$ cat src/rtl/alu_pkg.sv
// Shared ALU control codes, RV32I opcodes and the issued-entry record.
// The execute-stage ALU decodes the same control codes.
package alu_pkg;

    localparam int DATA_W = 32;

    localparam logic [3:0] ALU_ADD  = 4'h0;
    localparam logic [3:0] ALU_SLL  = 4'h1;
    localparam logic [3:0] ALU_SLT  = 4'h2;
    localparam logic [3:0] ALU_SLTU = 4'h3;
    localparam logic [3:0] ALU_XOR  = 4'h4;
    localparam logic [3:0] ALU_SRL  = 4'h5;
    localparam logic [3:0] ALU_OR   = 4'h6;
    localparam logic [3:0] ALU_AND  = 4'h7;
    localparam logic [3:0] ALU_SUB  = 4'h8;
    localparam logic [3:0] ALU_SRA  = 4'hd;

    localparam logic [6:0] OPC_OP    = 7'b0110011;
    localparam logic [6:0] OPC_OPIMM = 7'b0010011;
    localparam logic [6:0] OPC_LUI   = 7'b0110111;

    typedef struct packed {
        logic [3:0]        control;
        logic [DATA_W-1:0] op1;
        logic [DATA_W-1:0] op2;
        logic [4:0]        rd;
        logic              illegal;
    } alu_entry_t;

endpackage

$ cat src/rtl/alu_dec.sv
// Combinational RV32I OP / OP-IMM / LUI decoder producing one ALU entry.
// Undecodable words become an ADD of zeros flagged illegal, rd still passed through.
module alu_dec
    import alu_pkg::*;
(
    input  logic [31:0]       instr,
    input  logic [DATA_W-1:0] rs1,
    input  logic [DATA_W-1:0] rs2,
    output alu_entry_t        entry
);

    logic [6:0]        opc;
    logic [2:0]        f3;
    logic [6:0]        f7;
    logic              legal;
    logic [3:0]        ctl;
    logic [DATA_W-1:0] a;
    logic [DATA_W-1:0] b;

    assign opc = instr[6:0];
    assign f3  = instr[14:12];
    assign f7  = instr[31:25];

    always_comb begin
        legal = 1'b0;
        ctl   = ALU_ADD;
        a     = '0;
        b     = '0;
        case (opc)
            OPC_OP: begin
                legal = (f7 == 7'h00) ||
                        (f7 == 7'h20 && (f3 == 3'b000 || f3 == 3'b101));
                ctl   = {f7[5], f3};
                a     = rs1;
                b     = rs2;
            end
            OPC_OPIMM: begin
                a = rs1;
                case (f3)
                    3'b001, 3'b101: begin
                        // shifts: f7 selects SRL/SRA, low immediate bits are the shamt
                        legal = (f7 == 7'h00) || (f3 == 3'b101 && f7 == 7'h20);
                        ctl   = {f7[5], f3};
                        b     = {27'b0, instr[24:20]};
                    end
                    default: begin
                        legal = 1'b1;
                        ctl   = {1'b0, f3};
                        b     = {{20{instr[31]}}, instr[31:20]};
                    end
                endcase
            end
            OPC_LUI: begin
                legal = 1'b1;
                ctl   = ALU_ADD;
                b     = {instr[31:12], 12'b0};
            end
            default: legal = 1'b0;
        endcase
    end

    always_comb begin
        entry.control = legal ? ctl : ALU_ADD;
        entry.op1     = legal ? a : '0;
        entry.op2     = legal ? b : '0;
        entry.rd      = instr[11:7];
        entry.illegal = ~legal;
    end

endmodule

$ cat src/rtl/alu_issue.sv
// ALU issue stage: decodes at the input and registers the entry for execute,
// with an optional one-entry skid so upstream ready is a pure register output.
module alu_issue
    import alu_pkg::*;
#(
    parameter int XLEN    = 32,
    parameter bit SKID_EN = 1'b1
) (
    input  logic            i_clk,
    input  logic            i_rst,
    input  logic            i_flush,
    input  logic            i_valid,
    output logic            o_ready,
    input  logic [31:0]     i_instr,
    input  logic [XLEN-1:0] i_rs1,
    input  logic [XLEN-1:0] i_rs2,
    output logic            o_valid,
    input  logic            i_ready,
    output logic [3:0]      o_control,
    output logic [XLEN-1:0] o_op1,
    output logic [XLEN-1:0] o_op2,
    output logic [4:0]      o_rd,
    output logic            o_illegal
);

    alu_entry_t dec_entry;
    alu_entry_t out_entry;
    alu_entry_t skid_entry;
    logic       out_valid;
    logic       skid_valid;
    logic       in_fire;
    logic       out_load;

    alu_dec u_dec (
        .instr (i_instr),
        .rs1   (i_rs1),
        .rs2   (i_rs2),
        .entry (dec_entry)
    );

    assign o_ready  = SKID_EN ? ~skid_valid : (i_ready | ~out_valid);
    assign in_fire  = i_valid & o_ready;
    // output register may take a new entry when empty or draining this edge
    assign out_load = ~out_valid | i_ready;

    always_ff @(posedge i_clk) begin
        if (i_rst) begin
            out_valid  <= 1'b0;
            skid_valid <= 1'b0;
            out_entry  <= '0;
            skid_entry <= '0;
        end else if (i_flush) begin
            out_valid  <= 1'b0;
            skid_valid <= 1'b0;
        end else if (out_load) begin
            if (skid_valid) begin
                out_entry  <= skid_entry;
                out_valid  <= 1'b1;
                skid_valid <= 1'b0;
            end else if (in_fire) begin
                out_entry <= dec_entry;
                out_valid <= 1'b1;
            end else begin
                out_valid <= 1'b0;
            end
        end else if (SKID_EN && in_fire) begin
            skid_entry <= dec_entry;
            skid_valid <= 1'b1;
        end
    end

    assign o_valid   = out_valid;
    assign o_control = out_entry.control;
    assign o_op1     = out_entry.op1;
    assign o_op2     = out_entry.op2;
    assign o_rd      = out_entry.rd;
    assign o_illegal = out_entry.illegal;

endmodule
$ cat config.mk
export PLATFORM = sky130hd
export DESIGN_NAME = alu_issue
export DESIGN_NICKNAME = d
export VERILOG_FILES = /design/src/rtl/alu_pkg.sv /design/src/rtl/alu_dec.sv /design/src/rtl/alu_issue.sv
export SDC_FILE = /design/constraint.sdc
export NUM_CORES = 1
export LEC_CHECK = 0
export CAP_MARGIN = 25
export CORE_ASPECT_RATIO = 1.1
export CORE_MARGIN = 8
export CORE_UTILIZATION = 45
export DETAILED_ROUTE_END_ITERATION = 6
export PLACE_DENSITY = 0.74
export SLEW_MARGIN = 10
export SYNTH_ARGS = -nofsm -noshare
export SYNTH_HDL_FRONTEND = slang
export SYNTH_SLANG_ARGS = --single-unit
$ cat constraint.sdc
create_clock -name i_clk -period 4.8 [get_ports i_clk]
set_clock_uncertainty 0.1 [all_clocks]
set_input_delay 0.48 -clock i_clk [delete_from_list [all_inputs] [get_ports i_clk]]
set_output_delay 0.48 -clock i_clk [all_outputs]
set_load 0.05 [all_outputs]
==> out/summary.txt <==
OUTCOME
--------------------------------------------------------------------------------------
Result of the run ....................................................... finished, final reports clean

SYNTH
--------------------------------------------------------------------------------------
Leading post-synthesis cells by instance count .......................... sky130_fd_sc_hd__a21oi_1, sky130_fd_sc_hd__dfxtp_1, sky130_fd_sc_hd__o21ai_0
Share of synthesized registers carrying an async set or reset ...........           0%
Number of different library cells in the post-synthesis netlist .........           43
YS warnings .............................................................            0
Sequential element share of the synthesized area ........................       43.16%
Number of instances in the synthesized netlist ..........................          868
Leading post-synthesis cells by cell area ............................... sky130_fd_sc_hd__dfxtp_1, sky130_fd_sc_hd__a21oi_1, sky130_fd_sc_hd__o21ai_0
Flops & latches, synth ..................................................          150
Count of flip-flops with a built-in enable after synthesis ..............            0
Netlist Area Pre-Place .................................................. 0.006958 mm^2
Cell accounting for the most synthesized area ........................... sky130_fd_sc_hd__dfxtp_1
Most common cell in the netlist ......................................... sky130_fd_sc_hd__a21oi_1
Proportion of netlist area held by the largest area contributor .........       43.16%
Most used flip-flop cell after synthesis ................................ sky130_fd_sc_hd__dfxtp_1
Synthesized Nets ........................................................          969
Avg Inst Size Synth .....................................................   8.016 um^2

CTS
--------------------------------------------------------------------------------------
Clock network latency to the later pin of the worst-skew pair ...........      0.42 ns
CTS resizes .............................................................            0
Total setup buffers inserted after CTS ..................................            0
Clock slew at the register clock pins of the worst setup and hold paths .      0.06 ns
Number of H-tree levels .................................................            4
CTS tree ................................................................         done
Clk Tree Root Cell ...................................................... sky130_fd_sc_hd__clkbuf_16
CTS Sinks ...............................................................          150
Clock tree buffer depth .................................................            2
CTS Buf Count ...........................................................           17
Total of hold buffers inserted after clock tree synthesis ...............            0

STA
--------------------------------------------------------------------------------------
Setup-failing EPs final .................................................            0
Post-route clock period utilization .....................................       63.81%
Setup repair after global routing missed its margin .....................           no
Highest achievable clock rate ...........................................    326.5 MHz
Number of hold-slack violations in the final timing report ..............            0
Measured slew at the worst slew-check pin ...............................     1.069 ns
Min cycle time layout ...................................................     3.063 ns
Count of final max-slew check failures ..................................            0
Slew Limit Headroom .....................................................       28.71%
Setup_tns ...............................................................         0 ns

DETAILED ROUTING
--------------------------------------------------------------------------------------
Post-detailed-routing wire length .......................................    22,890 um
Vias per Instance .......................................................        5.905
DRT iter0 DRCs ..........................................................          748
DR vias .................................................................        7,021
Per-cell routed wire length .............................................     19.25 um
Remaining routing DRC violations ........................................            0
ANT nets after route ....................................................            0
Initial DRT Pass Iterations .............................................            5

SETUP PATH
--------------------------------------------------------------------------------------
Kind of start point of the critical path ................................     register
Largest fanout of any net on the critical path ..........................           40
Nature of the critical path endpoint ....................................   output pin
Data required time of the critical path .................................      4.22 ns
Critical path class .....................................................   reg -> out
Data arrival time of the critical path ..................................      2.48 ns
FF-to-FF path depth .....................................................            8

FINISH
--------------------------------------------------------------------------------------
Area of the multi-input gates ........................................... 0.003543 mm^2
Area taken by flip-flops and latches .................................... 0.003007 mm^2
Fraction of layout instances using a drive strength above 1 .............       6.747%
Number of antenna cells inserted ........................................            0
Layout Nets .............................................................        1,082
Fill cell instance count of the final layout ............................        1,329
Final Util ..............................................................       61.50%
Area added between synthesis and finish .................................       33.59%

DIE
--------------------------------------------------------------------------------------
Height of the die .......................................................     146.4 um
Total I/O pin count .....................................................          177
Area inside the core boundary ........................................... 0.01511 mm^2
Std-Cell Rows ...........................................................           47
Horizontal die dimension ................................................     134.6 um
Die footprint ........................................................... 0.01970 mm^2
Starting density of the core ............................................       46.04%

MIN PATH
--------------------------------------------------------------------------------------
WHS Path Cells ..........................................................            2
Class of the tightest hold or removal check .............................   reg -> reg

PLACED DESIGN
--------------------------------------------------------------------------------------
Routability Congestion ..................................................       0.8202
IO buf count ............................................................          176
Half-perimeter wire length after detailed placement .....................    14,300 um

GRT
--------------------------------------------------------------------------------------
Total global-route track usage ..........................................       22.89%
Number of global-route vias before repair ...............................        6,883
Global-route congestion overflow total ..................................            0
Wire length of the first global-routing pass ............................    36,670 um
Initial antenna violation count .........................................            0
Pin count of the biggest net entering global routing ....................          103

POWER
--------------------------------------------------------------------------------------
Peak supply drop ........................................................     216.8 uV
Static Leak .............................................................     3.167 nW
Pwr per Cell Area ....................................................... 328.8 mW/mm^2

RUN
--------------------------------------------------------------------------------------
Number of max-capacitance violations reported ...........................            0

[worst max-delay path: stages (launching register included)]
cell	delay [ns]
sky130_fd_sc_hd__dfxtp_4	0.50
sky130_fd_sc_hd__inv_2	0.60
sky130_fd_sc_hd__clkdlybuf4s50_1	0.94
[final cells by class]
cell class,instances,share of cell area [%]
clock buffers,23,5.142
clock inverters,8,1.319
inverters,3,0.1211
multi-input cells,618,38.12
flip-flops and latches,150,32.35
well taps,196,2.638
repair buffers,191,20.31
[registers in the layout, summed over array words and instances, names as in the netlist]
| register | cells |
|---|---|
| o_rd | 5 |
| o_illegal | 1 |
| o_control | 4 |
| o_op2 | 32 |
| skid_entry | 74 |
| skid_valid | 1 |
| o_op1 | 32 |
| o_valid | 1 |
[placed cells by master, fill, tap and decap left out, drive strengths merged, types with 2 or more instances in the layout]
cell type	netlist	layout
a211oi	6	6
nor4	4	4
o22ai	27	27
nand2b	4	4
or3	9	9
clkinv	0	6
nand2	102	102
nand3	7	7
o21ai	120	120
clkdlybuf4s50	0	175
mux2i	25	25
o41ai	5	5
buf	29	16
o211ai	72	72
dfxtp	150	150
nor2b	3	3
mux2	5	5
bufinv	0	3
a21oi	156	156
and3	21	21
nor3b	2	2
a32oi	7	7
inv	3	2
nor3	5	5
clkbuf	68	23
nor2	27	27
[metal layers]
metal | wire (um) | global-route usage, % | vias up
li1 | - | - | 3394
met1 | 9615 | 28.72 | 3317
met2 | 11040 | 36.60 | 274
met3 | 1784 | 5.834 | 36
met4 | 453 | 9.162 | 0
met5 | 0 | 0 | -
[kinds of logic after synthesis]
group | share of synthesized area, %
compound gates | 33.27
simple gates | 12.80
flops | 43.16
buf+inv | 6.240
mux | 4.406
xor+xnor | 0.1259
[report_power, final]
group / internal, mW / switching (mW) / leakage [nW]
logic: 0.160 / 0.239 / 1.65
clock network: 0.856 / 0.512 / 0.297
registers: 1.27 / 0.0164 / 1.22
[stage by stage]
stage	std cells	area (um^2)	hold slack, ns	power (mW)	setup slack [ns]
6_report	1189	9295	0.3428	3.057	1.737
5_1_grt	1189	9295	0.3662	3.160	1.607
4_1_cts	1189	9295	0.3432	3.070	1.721
3_5_place_dp	1158	8695	0.3352	1.714	1.525
3_3_place_gp	1157	8683	0.3261	1.713	1.501
2_1_floorplan	868	6958	0.3173	1.525	2.674
[worst paths after layout]
kind,from,end,slack (ns)
setup / recovery,skid_valid$_SDFFE_PP0P_,o_ready,1.74
hold / removal,skid_entry[33]$_SDFFE_PP0P_,skid_entry[33]$_SDFFE_PP0P_,0.34
setup reg to reg,skid_valid$_SDFFE_PP0P_,skid_entry[18]$_SDFFE_PP0P_,1.79
hold reg to reg,skid_entry[33]$_SDFFE_PP0P_,skid_entry[33]$_SDFFE_PP0P_,0.34
Note: power is estimated with default switching activity, not from simulation.
